### src/rtl/seq_divider_pkg.sv
// Shared types and constants for the sequential restoring divider.
package seq_divider_pkg;

  localparam int DEFAULT_WIDTH = 32;

  typedef enum logic [1:0] {
    IDLE = 2'd0,
    CALC = 2'd1,
    DONE = 2'd2
  } state_t;

endpackage

### src/rtl/seq_divider_negate_n.sv
// Two's-complement negation used for operand magnitudes and result sign fix-up.
module negate_n #(
  parameter int WIDTH = 32
) (
  input  logic [WIDTH-1:0] value,
  output logic [WIDTH-1:0] result
);

  assign result = ~value + WIDTH'(1);

endmodule

### src/rtl/seq_divider.sv
// Sequential restoring divider, one quotient bit per cycle, signed or unsigned.
// state | meaning
// IDLE  | waiting for ctrl_DIV
// CALC  | shift-subtract iterations running
// DONE  | result ready to register; RDY pulses on the following cycle
module seq_divider
  import seq_divider_pkg::*;
#(
  parameter int WIDTH = DEFAULT_WIDTH
) (
  input  logic             clock,
  input  logic             reset_n,
  input  logic             ctrl_DIV,
  input  logic             ctrl_SIGNED,
  input  logic [WIDTH-1:0] data_operandA,
  input  logic [WIDTH-1:0] data_operandB,
  output logic [WIDTH-1:0] data_quotient,
  output logic [WIDTH-1:0] data_remainder,
  output logic             data_exception,
  output logic             data_overflow,
  output logic             data_resultRDY,
  output logic             busy
);

  localparam int CNT_W = $clog2(WIDTH + 1);
  localparam logic [CNT_W-1:0] LAST_ITER = CNT_W'(WIDTH - 1);
  localparam logic [WIDTH-1:0] MIN_VAL = {1'b1, {(WIDTH-1){1'b0}}};

  state_t state, state_nxt;

  logic [CNT_W-1:0] iter_cnt;
  logic [WIDTH:0]   rem;
  logic [WIDTH-1:0] quo;
  logic [WIDTH-1:0] div_mag;
  logic             neg_q, neg_r;
  logic             exc_q, ovf_q;

  logic             step, finish;
  logic             a_neg, b_neg;
  logic             div_by_zero, sgn_ovf, special;
  logic [WIDTH-1:0] a_inv, b_inv, a_mag, b_mag;
  logic [WIDTH-1:0] q_inv, r_inv;
  logic [WIDTH+1:0] shifted;
  logic [WIDTH:0]   sub;
  logic             ge;

  assign a_neg       = ctrl_SIGNED & data_operandA[WIDTH-1];
  assign b_neg       = ctrl_SIGNED & data_operandB[WIDTH-1];
  assign div_by_zero = (data_operandB == '0);
  assign sgn_ovf     = ctrl_SIGNED && (data_operandA == MIN_VAL) &&
                       (data_operandB == {WIDTH{1'b1}});
  assign special     = div_by_zero | sgn_ovf;

  negate_n #(.WIDTH(WIDTH)) u_neg_a (.value(data_operandA), .result(a_inv));
  negate_n #(.WIDTH(WIDTH)) u_neg_b (.value(data_operandB), .result(b_inv));
  negate_n #(.WIDTH(WIDTH)) u_neg_q (.value(quo),           .result(q_inv));
  negate_n #(.WIDTH(WIDTH)) u_neg_r (.value(rem[WIDTH-1:0]), .result(r_inv));

  // MIN negates to itself, which is the correct unsigned magnitude 2^(WIDTH-1).
  assign a_mag = a_neg ? a_inv : data_operandA;
  assign b_mag = b_neg ? b_inv : data_operandB;

  // quo holds the not-yet-consumed dividend bits and collects quotient bits at the bottom.
  assign shifted = {rem, quo[WIDTH-1]};
  assign ge      = (shifted >= {2'b00, div_mag});
  assign sub     = shifted[WIDTH:0] - {1'b0, div_mag};

  always_ff @(posedge clock or negedge reset_n) begin
    if (!reset_n) begin
      state <= IDLE;
    end else begin
      state <= state_nxt;
    end
  end

  always_comb begin
    state_nxt = state;
    if (ctrl_DIV) begin
      state_nxt = special ? DONE : CALC;
    end else begin
      case (state)
        IDLE:    state_nxt = IDLE;
        CALC:    state_nxt = (iter_cnt == LAST_ITER) ? DONE : CALC;
        DONE:    state_nxt = IDLE;
        default: state_nxt = IDLE;
      endcase
    end
  end

  // A start in any state wins, so a pending DONE never produces its pulse.
  always_comb begin
    step   = (state == CALC) && !ctrl_DIV;
    finish = (state == DONE) && !ctrl_DIV;
    busy   = (state != IDLE) || data_resultRDY;
  end

  always_ff @(posedge clock or negedge reset_n) begin
    if (!reset_n) begin
      iter_cnt <= '0;
      rem      <= '0;
      quo      <= '0;
      div_mag  <= '0;
      neg_q    <= 1'b0;
      neg_r    <= 1'b0;
      exc_q    <= 1'b0;
      ovf_q    <= 1'b0;
    end else if (ctrl_DIV) begin
      iter_cnt <= '0;
      div_mag  <= b_mag;
      exc_q    <= div_by_zero;
      ovf_q    <= sgn_ovf & ~div_by_zero;
      if (div_by_zero) begin
        quo   <= '0;
        rem   <= {1'b0, data_operandA};
        neg_q <= 1'b0;
        neg_r <= 1'b0;
      end else if (sgn_ovf) begin
        quo   <= MIN_VAL;
        rem   <= '0;
        neg_q <= 1'b0;
        neg_r <= 1'b0;
      end else begin
        quo   <= a_mag;
        rem   <= '0;
        neg_q <= a_neg ^ b_neg;
        neg_r <= a_neg;
      end
    end else if (step) begin
      iter_cnt <= iter_cnt + CNT_W'(1);
      rem      <= ge ? sub : shifted[WIDTH:0];
      quo      <= {quo[WIDTH-2:0], ge};
    end
  end

  always_ff @(posedge clock or negedge reset_n) begin
    if (!reset_n) begin
      data_quotient  <= '0;
      data_remainder <= '0;
      data_exception <= 1'b0;
      data_overflow  <= 1'b0;
      data_resultRDY <= 1'b0;
    end else begin
      data_resultRDY <= finish;
      if (finish) begin
        data_quotient  <= neg_q ? q_inv : quo;
        data_remainder <= neg_r ? r_inv : rem[WIDTH-1:0];
        data_exception <= exc_q;
        data_overflow  <= ovf_q;
      end
    end
  end

endmodule
### config.mk
export PLATFORM = sky130hd
export DESIGN_NAME = seq_divider
export DESIGN_NICKNAME = d
export VERILOG_FILES = /design/src/rtl/seq_divider_pkg.sv /design/src/rtl/seq_divider_negate_n.sv /design/src/rtl/seq_divider.sv
export SDC_FILE = /design/constraint.sdc
export NUM_CORES = 1
export LEC_CHECK = 0
export BUFFER_PORTS_ARGS = -buffer_cell sky130_fd_sc_hd__buf_2
export CAP_MARGIN = 20
export CORE_MARGIN = 4
export CORE_UTILIZATION = 58
export DETAILED_ROUTE_END_ITERATION = 10
export PLACE_DENSITY = 0.8
export SLEW_MARGIN = 15
export SYNTH_ARGS = -nofsm -noshare
export SYNTH_HDL_FRONTEND = slang
export SYNTH_SLANG_ARGS = --single-unit
### constraint.sdc
create_clock -name clock -period 3.5 [get_ports clock]
set_input_delay 0.35 -clock clock [delete_from_list [all_inputs] [get_ports clock]]
set_output_delay 0.35 -clock clock [all_outputs]
set_load 0.1 [all_outputs]
==> results.toml, run 1 <==
[drt]
drt_pass1_iterations = 6
routed_wl_um = 30440
routed_via_density = 6.087
avgRoutedWirePerCell_um = 17.84
drc_errors = 0
vias = 10390
drtIter0Drc = 990
ant_nets = 0

[global_routing]
antenna_found_initial = 4
overflow = 0
grtUsageTotal_pct = 27.47
grt_max_degree = 118
grt_pass1_wl_um = 49230
grt_pass1_vias = 9536

[synth]
yosysMostFrequentCell = "dfrtp_1"
syn_nets = 1421
synth_common_cells = "176 x dfrtp_1, 159 x nor2_1, 154 x a21oi_1"
yosysWarnings = 0
synth-edff-count = 0
ys_seq_area_share_pct = 38.32
synth_seq_cells = 176
syn_inst = 1314
syn_area_per_cell_um2 = 8.748
netlist_area_mm2 = 0.01149
synth_top_area_share_pct = 38.32
synth_area_leaders = "dfrtp_1 38%, xor2_1 7.5%, a21oi_1 6.7%"
postSynth.asyncResetShare_pct = 100.0
synth_ff_type = "dfrtp_1"
synth.largest_area_cell = "dfrtp_1"
ys_types = 63

[place]
hpwl_um = 22640
postPlaceCellArea_mm2 = 0.01250
gp_congestion = 0.9484
dp_cells = 1669
pre_cts_slack_ps = 254.6
port_buffers = 135

[critical_path]
rrSetupSlack_ps = 180
r2r_cells = 15
timing.rr.end = "rem[6]"
start_kind = "flip-flop"
worstReg2RegStart = "quo[31]"
crit_required_ps = 3810
crit_type = "flip-flop to flip-flop"
critPathBufInv = 4
cpMaxStageDelayCell = "fa_1"
crit_chain = "inv_1 -> ha_1 -> inv_1 -> fa_1 -> a211oi_1 -> o21a_1 -> buf_4 -> a211oi_1 -> o21bai_1 -> a21oi_1 -> o21ai_2 -> buf_12 -> nor2_1 -> a21oi_1 -> o21ai_0"
arrival_ps = 3630
end_kind = "flip-flop"
crit_path_max_fanout = 46
max_stage_delay_ps = 420
crit_cells = 15
path_delay_family = "compound AO/OA/AOI/OAI gates"

[timing]
slew_violations = 0
finClkSkew_ps = 8.894
worstMarginPinSlew_ps = 972.9
setup_ws_ps = 178.0
fin_crit_sh_pct = 94.91
final_hold_viol_count = 0
setup_violations = 0
tns_ps = 0
relSlewSlack_pct = 35.14
layout_min_cycle_time_ps = 3322
fmax_ghz = 0.3010

[clocking]
cts_tree = "built"
cts_buffer_depth = 2
post-cts-setup-buffers = 0
clk_pin_slew_worst_paths_ps = 70
insertion_delay_ps = 430
root_buffer = "clkbuf_16"
cts-buffers-inserted = 17
h-tree-depth = 4
cts.sinks = 176

[cells_and_area]
fin_util_pct = 67.27
drive_above_1_share_pct = 15.66
stdcell_area_mm2 = 0.01309
fillers = 1600
area_growth_pct = 13.90
finalNonFillerCells = 1706
finalNetCount = 1531

[min_path]
hp-class = "primary input to flip-flop"
hold_end = "div_mag[4]"
hold_start = "data_operandB[4]"
hold-path-cell-count = 3

[die]
die_h_um = 148.8
rows = 51
io_pins = 136
start_util_pct = 59.06
die_w_um = 148.8
core_area_mm2 = 0.01946
dieArea_mm2 = 0.02214

[pwr]
ir_drop_mv = 0.3401
p_int_mw = 4.018
leakagePower_nw = 5.883
clkPwrFrac_pct = 24.7
power_frac_seq_pct = 34.9
netSwitchingPower_mw = 3.437
powerDensity_mw_per_mm2 = 569.4
p_comb_share_pct = 40.4
p_sw_share_pct = 46.10

[job]
maxCapViolCount = 0

[outcome]
run_status = "finished, final reports clean"
## stage by stage
stage,total power [mW],hold WS [ps]
global route,7.787,241.9
CTS,7.469,222.0
detailed placement,5.627,433.7
global placement,5.577,432.7
floorplan,4.999,54.41
finish,7.455,234.1
## state kept, by name (all words and copies together), names as in the netlist
register        flops
rem                33
data_quotient      32
data_remainder     32
div_mag            32
quo                32
iter_cnt            6
state               2
data_exception      1
data_overflow       1
data_resultRDY      1
exc_q               1
neg_q               1
neg_r               1
ovf_q               1
## worst max path at each step
stage / endpoint / from
finish: rem[6] / quo[31]
global route: rem[32] / quo[31]
CTS: rem[23] / quo[31]
detailed placement: rem[23] / quo[31]
global placement: rem[26] / quo[31]
floorplan: rem[32] / quo[31]
## cell type report
type / instances / area, µm² / share of cell area [%]
multi-input cells: 1013 / 6630 / 50.64
clock buffers: 19 / 442.9 / 3.383
inverters: 53 / 198.9 / 1.519
clock inverters: 13 / 127.6 / 0.9748
diodes: 4 / 10.01 / 0.07645
repair buffers: 163 / 947.2 / 7.234
well taps: 265 / 331.6 / 2.532
flip-flops and latches: 176 / 4404 / 33.64
## layer usage
metal | wire length [µm] | vias up | GRT usage (%)
li1 | - | 4981 | -
met1 | 13390 | 4917 | 39.07
met2 | 14160 | 429 | 44.08
met3 | 2021 | 58 | 3.191
met4 | 873 | 0 | 9.474
met5 | 0 | - | 0
## logic make-up (layout without fill, tap and decap cells)
family | Yosys count | count (layout) | synth area share (%)
AOI/OAI and AO/OA | 419 | 419 | 22.39
xor gates and xnor gates | 151 | 151 | 11.51
adders and majority gates | 39 | 39 | 4.310
buffers and inverters | 125 | 248 | 4.169
DFF | 176 | 176 | 38.31
muxes | 46 | 46 | 4.093
other | 0 | 4 | 0
and+or+nand+nor | 358 | 358 | 15.22
## worst min-delay path: stages
cell and delay [ps]:
buf_2 100, xnor2_1 110, a21oi_1 60
## power groups by stage
stage          registers [mW]  logic, mW  clock network (mW)
3_3_place_gp             2.62       2.96                   0
2_1_floorplan            4.08      0.917                   0
6_report                 2.60       3.01                1.84
5_1_grt                  2.65       3.19                1.96
3_5_place_dp             2.64       2.99                   0
4_1_cts                  2.60       3.01                1.86
## timing repair
action	in CTS	in global routing
hold endpoints to repair	47	0
hold buffers	1	0
gates resized for setup	0	1
endpoints found under the setup margin	0	7
## placed cells by master, fill, tap and decap left out, types with 9 or more instances in the layout
master / Yosys / final
a211oi_1: 10 / 10
a21o_1: 18 / 18
a21oi_1: 154 / 154
a22o_1: 9 / 9
a22oi_1: 24 / 24
a31oi_1: 16 / 16
buf_2: 5 / 133
buf_4: 1 / 24
clkbuf_16: 0 / 17
dfrtp_1: 176 / 176
ha_1: 38 / 38
inv_1: 52 / 52
mux2i_1: 38 / 38
nand2_1: 58 / 58
nand2b_1: 11 / 11
nand3_1: 13 / 13
nand4_1: 19 / 19
nor2_1: 159 / 158
nor3_1: 18 / 18
nor4_1: 13 / 13
o21ai_0: 81 / 81
o22ai_1: 34 / 34
o31ai_1: 25 / 25
o41ai_1: 14 / 14
or3_1: 15 / 15
or4_1: 9 / 9
xnor2_1: 53 / 53
xor2_1: 98 / 98
No activity file was read; power rests on OpenSTA's default activity.
==> inputs of run 2 (changes only) <==
CORE_ASPECT_RATIO = 0.6   (was not set)
==> run 2 against run 1 <==
  * The run now ends with hold timing left
  * Wire length rose by 8.5%
  * Die area increased by 0.33%
  * First-iteration DRC count rose by 27%
  * Total power up 1.5%
  * Fmax increased by 0.94%
  * Cell count decreased by 0.12%
  * Clock skew is 3.9 ps higher
  * Non-clock buffer count stayed put
  * Combinational power is essentially flat
==> results.toml, run 2 (synthesis gave the netlist of run 1 again) <==
[timing]
finClkSkew_ps = 12.76
fmax_ghz = 0.3039
worstMarginPinSlew_ps = 998.7
setup_violations = 0
hold_slack_ps = -28.72
slew_violations = 0
tns_ps = 0
relSlewSlack_pct = 33.42
layout_min_cycle_time_ps = 3291
fin_crit_sh_pct = 94.03
final_hold_viol_count = 19

[pwr]
clkPwrFrac_pct = 25.4
leakagePower_nw = 5.888
p_int_mw = 4.017
p_sw_share_pct = 46.91
netSwitchingPower_mw = 3.549
p_comb_share_pct = 40.2
ir_drop_mv = 0.4342
powerDensity_mw_per_mm2 = 576.2
power_frac_seq_pct = 34.4

[cells_and_area]
area_growth_pct = 14.25
top_register = "rem"
largest_reg_flops = 33
final_cell_mix = "176 x dfrtp_1, 158 x nor2_1, 154 x a21oi_1, 133 x buf_2, 98 x xor2_1"
stdcell_area_mm2 = 0.01313
fillers = 1609
multi_input_area_mm2 = 0.006646
finalNetCount = 1531
drive_above_1_share_pct = 15.88
final_common_cell = "dfrtp_1"
seq_area_mm2 = 0.004404
fin_util_pct = 68.31

[critical_path]
end_kind = "flip-flop"
r2r_cells = 14
arrival_ps = 3630
timing.rr.end = "rem[25]"
start_kind = "flip-flop"
crit_required_ps = 3840
rrSetupSlack_ps = 210
worstReg2RegStart = "quo[31]"
crit_path_max_fanout = 6
crit_type = "flip-flop to flip-flop"

[place]
postPlaceCellArea_mm2 = 0.01250
hpwl_um = 24080
gp_congestion = 0.9368
port_buffers = 135

[clocking]
cts_buffer_depth = 2
h-tree-depth = 4
insertion_delay_ps = 440
cts.sinks = 176
cts-buffers-inserted = 17
post-cts-setup-buffers = 0
clk_pin_slew_worst_paths_ps = 80
cts_tree = "built"
root_buffer = "clkbuf_16"

[drt]
avgRoutedWirePerCell_um = 19.37
ant_nets = 0
drtIter0Drc = 1255
vias = 10740
drt_pass1_iterations = 6
routed_wl_um = 33010
drc_errors = 0
routed_via_density = 6.300

[die]
core_area_mm2 = 0.01923
io_pins = 136
die_w_um = 189.7
rows = 39
die_h_um = 117.0
start_util_pct = 59.79
dieArea_mm2 = 0.02221

[global_routing]
met2_usage_pct = 43.61
grt_pass1_vias = 10060
met1_usage_pct = 44.55
grt-busiest-layer = "met1"
antenna_found_initial = 3
grt_max_degree = 129
overflow = 0
grt_use_met3_pct = 6.935
grt_pass1_wl_um = 53150
grtUsageTotal_pct = 29.78

[outcome]
violations = "hold timing"
run_status = "finished, violations left"

[job]
maxCapViolCount = 0

[min_path]
hp-class = "primary input to async pin"
## run 2: changes by cell type in the layout (fill, tap and decap cells not counted), sizes merged
| cell | previous run | this run |
|---|---|---|
| clkinvlp | 0 | 3 |
| dlygate4sd3 | 1 | 0 |
| inv | 60 | 59 |
| buf | 162 | 163 |
| clkbuf | 19 | 18 |
| clkinv | 5 | 3 |
| diode | 4 | 2 |
## run 2: how the worst max path moves through the flow
| stage | start | cells past startpoint | endpoint | slack, ps |
|---|---|---|---|---|
| after detailed placement | quo[31] | 13 | rem[32] | 40 |
| after global routing | quo[31] | 15 | rem[0] | -20 |
| after floorplan | quo[31] | 13 | rem[32] | 370 |
| after CTS | quo[31] | 13 | rem[32] | 8 |
| after global placement | quo[31] | 13 | rem[32] | 280 |
| final | quo[31] | 14 | rem[25] | 210 |
## run 2: critical path, cell delays in order, from the launching register on
cell,delay [ps]
dfrtp_1,390
inv_1,120
ha_1,190
inv_1,60
fa_2,370
a211oi_2,240
o21a_1,190
buf_4,130
a211oi_1,90
o21bai_1,290
a21oi_1,160
o21ai_2,310
clkinvlp_4,310
mux2i_1,170
o21ai_0,180
## run 2: stage by stage
step / cells / setup slack [ps] / power (mW)
after floorplan: 1314 / 374.2 / 4.999
after global placement: 1670 / 276.5 / 5.599
after detailed placement: 1670 / 35.74 / 5.649
after CTS: 1701 / 7.840 / 7.561
after global routing: 1702 / -24.13 / 7.880
final: 1704 / 209.0 / 7.567
## run 2: timing repair
item	4_1_cts	5_1_grt
gates resized for setup	0	10
hold buffers	0	0
setup endpoints to repair	0	31
## run 2: metal layers
layer	wire length [µm]	up-vias	share of wire (%)
li1	-	4949	-
met1	14970	5123	45
met2	13970	578	42
met3	3339	82	10
met4	712	4	2.2
met5	25	-	0.076
## run 2: area by class of cell
type / instances / area share (%)
multi-input combinational: 1013 / 50.61
sequential: 176 / 33.54
timing repair buffer: 163 / 7.336
clock buffer: 18 / 3.268
tap: 266 / 2.534
inverter: 53 / 1.543
clock inverter: 13 / 1.134
antenna: 2 / 0.03811
## run 2: power by group through the flow
stage	Sequential [mW]	Clock (mW)	Combinational, mW
finish	2.60	1.92	3.04
CTS	2.60	1.93	3.02
global route	2.65	2.02	3.21
floorplan	4.08	0	0.917
global placement	2.63	0	2.97
detailed placement	2.64	0	3.01
==> inputs of run 3 (changes only) <==
CORE_MARGIN = not set   (was 4)
SYNTH_HIERARCHICAL = 1   (was not set)
clock period = 3.45 ns   (was 3.5 ns; I/O delays follow)
==> run 3 against run 2 <==
  * The flow still finishes with violations (hold timing)
  * Clock skew about the same
  * Worst setup slack got worse by 59 ps
  * Global-route usage increased by 4.8 points
  * Fmax decreased by 0.26%
  * Synthesized area increased by 12%
  * Core utilization increased by 0.34 points
  * Clock power increased by 6%
  * Total power increased by 6.7%
  * First-iteration DRC count decreased by 8.4%
  * Non-clock buffer count increased by 24
  * Die area increased by 3.0%
  * Sequential power about the same
==> results.toml, run 3 <==
[outcome]
run_status = "finished, violations left"
violations = "hold timing"

[timing]
final_hold_viol_count = 29
hold_slack_ps = -20.67
setup_violations = 0
fmax_ghz = 0.3031
relSlewSlack_pct = 32.36
fin_crit_sh_pct = 95.64
worstMarginPinSlew_ps = 1015
tns_ps = 0
rsz0062_at_grt = "false"
finClkSkew_ps = 13.14
layout_min_cycle_time_ps = 3300
slew_violations = 0

[clocking]
holdBufCountCts = 0
clk_pin_slew_worst_paths_ps = 70
root_buffer = "clkbuf_16"
cts_tree = "built"
cts.sinks = 176
insertion_delay_ps = 450
cts-buffers-inserted = 17
cts_buffer_depth = 2
h-tree-depth = 4

[critical_path]
timing.rr.end = "rem[10]"
rrSetupSlack_ps = 150
cp-startpoint = "quo[31]"
cp-endpoint = "rem[10]"
worstReg2RegStart = "quo[31]"
start_kind = "flip-flop"
end_kind = "flip-flop"
crit_type = "flip-flop to flip-flop"
arrival_ps = 3600
crit_required_ps = 3750
crit_path_max_fanout = 34
r2r_cells = 13

[pwr]
total_power_mw = 8.073
p_sw_share_pct = 40.49
leakagePower_nw = 6.891
p_comb_share_pct = 42.1
p_int_mw = 4.804
ir_drop_mv = 0.3899
netSwitchingPower_mw = 3.268
power_frac_seq_pct = 32.6
powerDensity_mw_per_mm2 = 549.7
clkPwrFrac_pct = 25.3

[die]
die_h_um = 117.6
start_util_pct = 60.37
io_pins = 136
rows = 41
core_area_mm2 = 0.02139
die_w_um = 194.6
dieArea_mm2 = 0.02289

[synth]
ys_types = 64
synth_area_leaders = "dfrtp_1 34%, mux2i_1 13%, xnor2_1 7.9%"
postSynth.asyncResetShare_pct = 100.0
synth-edff-count = 0
yosysWarnings = 6
netlist_area_mm2 = 0.01291
synth_top_area_share_pct = 34.11
synth_seq_cells = 176
syn_inst = 1429
syn_area_per_cell_um2 = 9.037
synth.largest_area_cell = "dfrtp_1"
yosysMostFrequentCell = "dfrtp_1"
synth_common_cells = "176 x dfrtp_1, 170 x mux2i_1, 150 x nor2_1"
syn_nets = 1535
ys_seq_area_share_pct = 34.11
synth_ff_type = "dfrtp_1"

[place]
gp_congestion = 1.024
hpwl_um = 29080
postPlaceCellArea_mm2 = 0.01403
port_buffers = 135

[min_path]
hp-class = "primary input to async pin"

[drt]
routed_wl_um = 39300
drtIter0Drc = 1150
drt_pass1_iterations = 6
avgRoutedWirePerCell_um = 21.20
ant_nets = 0
routed_via_density = 6.343
drc_errors = 0
vias = 11760

[global_routing]
grt_max_degree = 132
overflow = 0
grt_pass1_wl_um = 61270
antenna_found_initial = 0
grtUsageTotal_pct = 34.58
grt_pass1_vias = 10600

[cells_and_area]
area_growth_pct = 13.72
stdcell_area_mm2 = 0.01469
finalNetCount = 1666
final_common_cell = "dfrtp_1"
top_register = "rem"
final_cell_mix = "175 x dfrtp_1, 170 x mux2i_1, 150 x nor2_1, 134 x a21oi_1, 133 x buf_2"
drive_above_1_share_pct = 17.10
largest_reg_flops = 33

[job]
maxCapViolCount = 0
==> run 3: area by class of cell <==
type	instances	area, µm²
antenna	2	5.005
multi-input combinational	1129	7989
clock buffer	20	466.7
inverter	49	183.9
clock inverter	12	148.9
sequential	176	4405
timing repair buffer	187	1137
tap	279	349.1
fill	1726	6706
==> run 3: power groups by stage <==
stage	Clock [mW]	Sequential (mW)	Combinational, mW
3_3_place_gp	0	2.63	3.18
6_report	2.04	2.63	3.40
5_1_grt	2.15	2.65	3.68
4_1_cts	2.06	2.61	3.28
2_1_floorplan	0	2.58	2.29
3_5_place_dp	0	2.64	3.24
==> run 3: worst min-delay path by stage <==
stage          startpoint                end  slack (ps)  cells after the start
2_1_floorplan     reset_n     data_exception          50                      0
3_3_place_gp      reset_n   data_quotient[3]         480                      1
3_5_place_dp      reset_n   data_quotient[9]         480                      1
4_1_cts           reset_n   data_quotient[6]           7                      1
5_1_grt           reset_n   data_quotient[6]          50                      1
6_report          reset_n  data_quotient[12]         -20                      1
==> run 3: stage by stage <==
step	setup WS (ps)	utilization (%)	cells	hold WS (ps)
floorplan	434.1	-	1429	49.41
global placement	208.4	65.60	1816	477.4
detailed placement	78.60	65.60	1816	481.9
global route	25.58	68.63	1852	46.52
CTS	61.86	68.47	1848	6.847
finish	150.4	68.65	1854	-20.67
==> run 3: repair_timing <==
item / 4_1_cts / 5_1_grt
setup buffers: 0 / 4
gates resized for setup: 0 / 1
setup endpoints to repair: 0 / 29
==> run 3: routing by layer <==
layer	vias to the layer above	GRT usage [%]	share of wire [%]	wire (µm)
li1	5470	-	-	-
met1	5596	55.37	48	18880
met2	636	43.64	38	15010
met3	57	10.17	12	4705
met4	0	8.929	1.8	710
met5	-	0	0	0
==> run 3: cells by family (layout without fill, tap and decap cells) <==
family,Yosys count,count (layout),synth area share (%)
AOI/OAI and AO/OA,297,297,13.81
xor gates and xnor gates,153,153,10.38
adders and majority gates,38,38,3.740
buffers and inverters,124,268,4.225
DFF,176,176,34.11
muxes,175,175,13.61
other,0,2,0
and+or+nand+nor,466,466,20.13
==> run 3: worst max-delay path: stages, from the launching register on <==
cell and delay [ps]:
dfrtp_1 430, inv_1 100, ha_1 170, inv_1 60, fa_1 400, a21o_1 220, a221o_1 370, a41oi_2 230
a21oi_1 160, a211oi_4 300, o21ai_4 180, buf_12 230, mux2i_1 200, o21ai_1 80
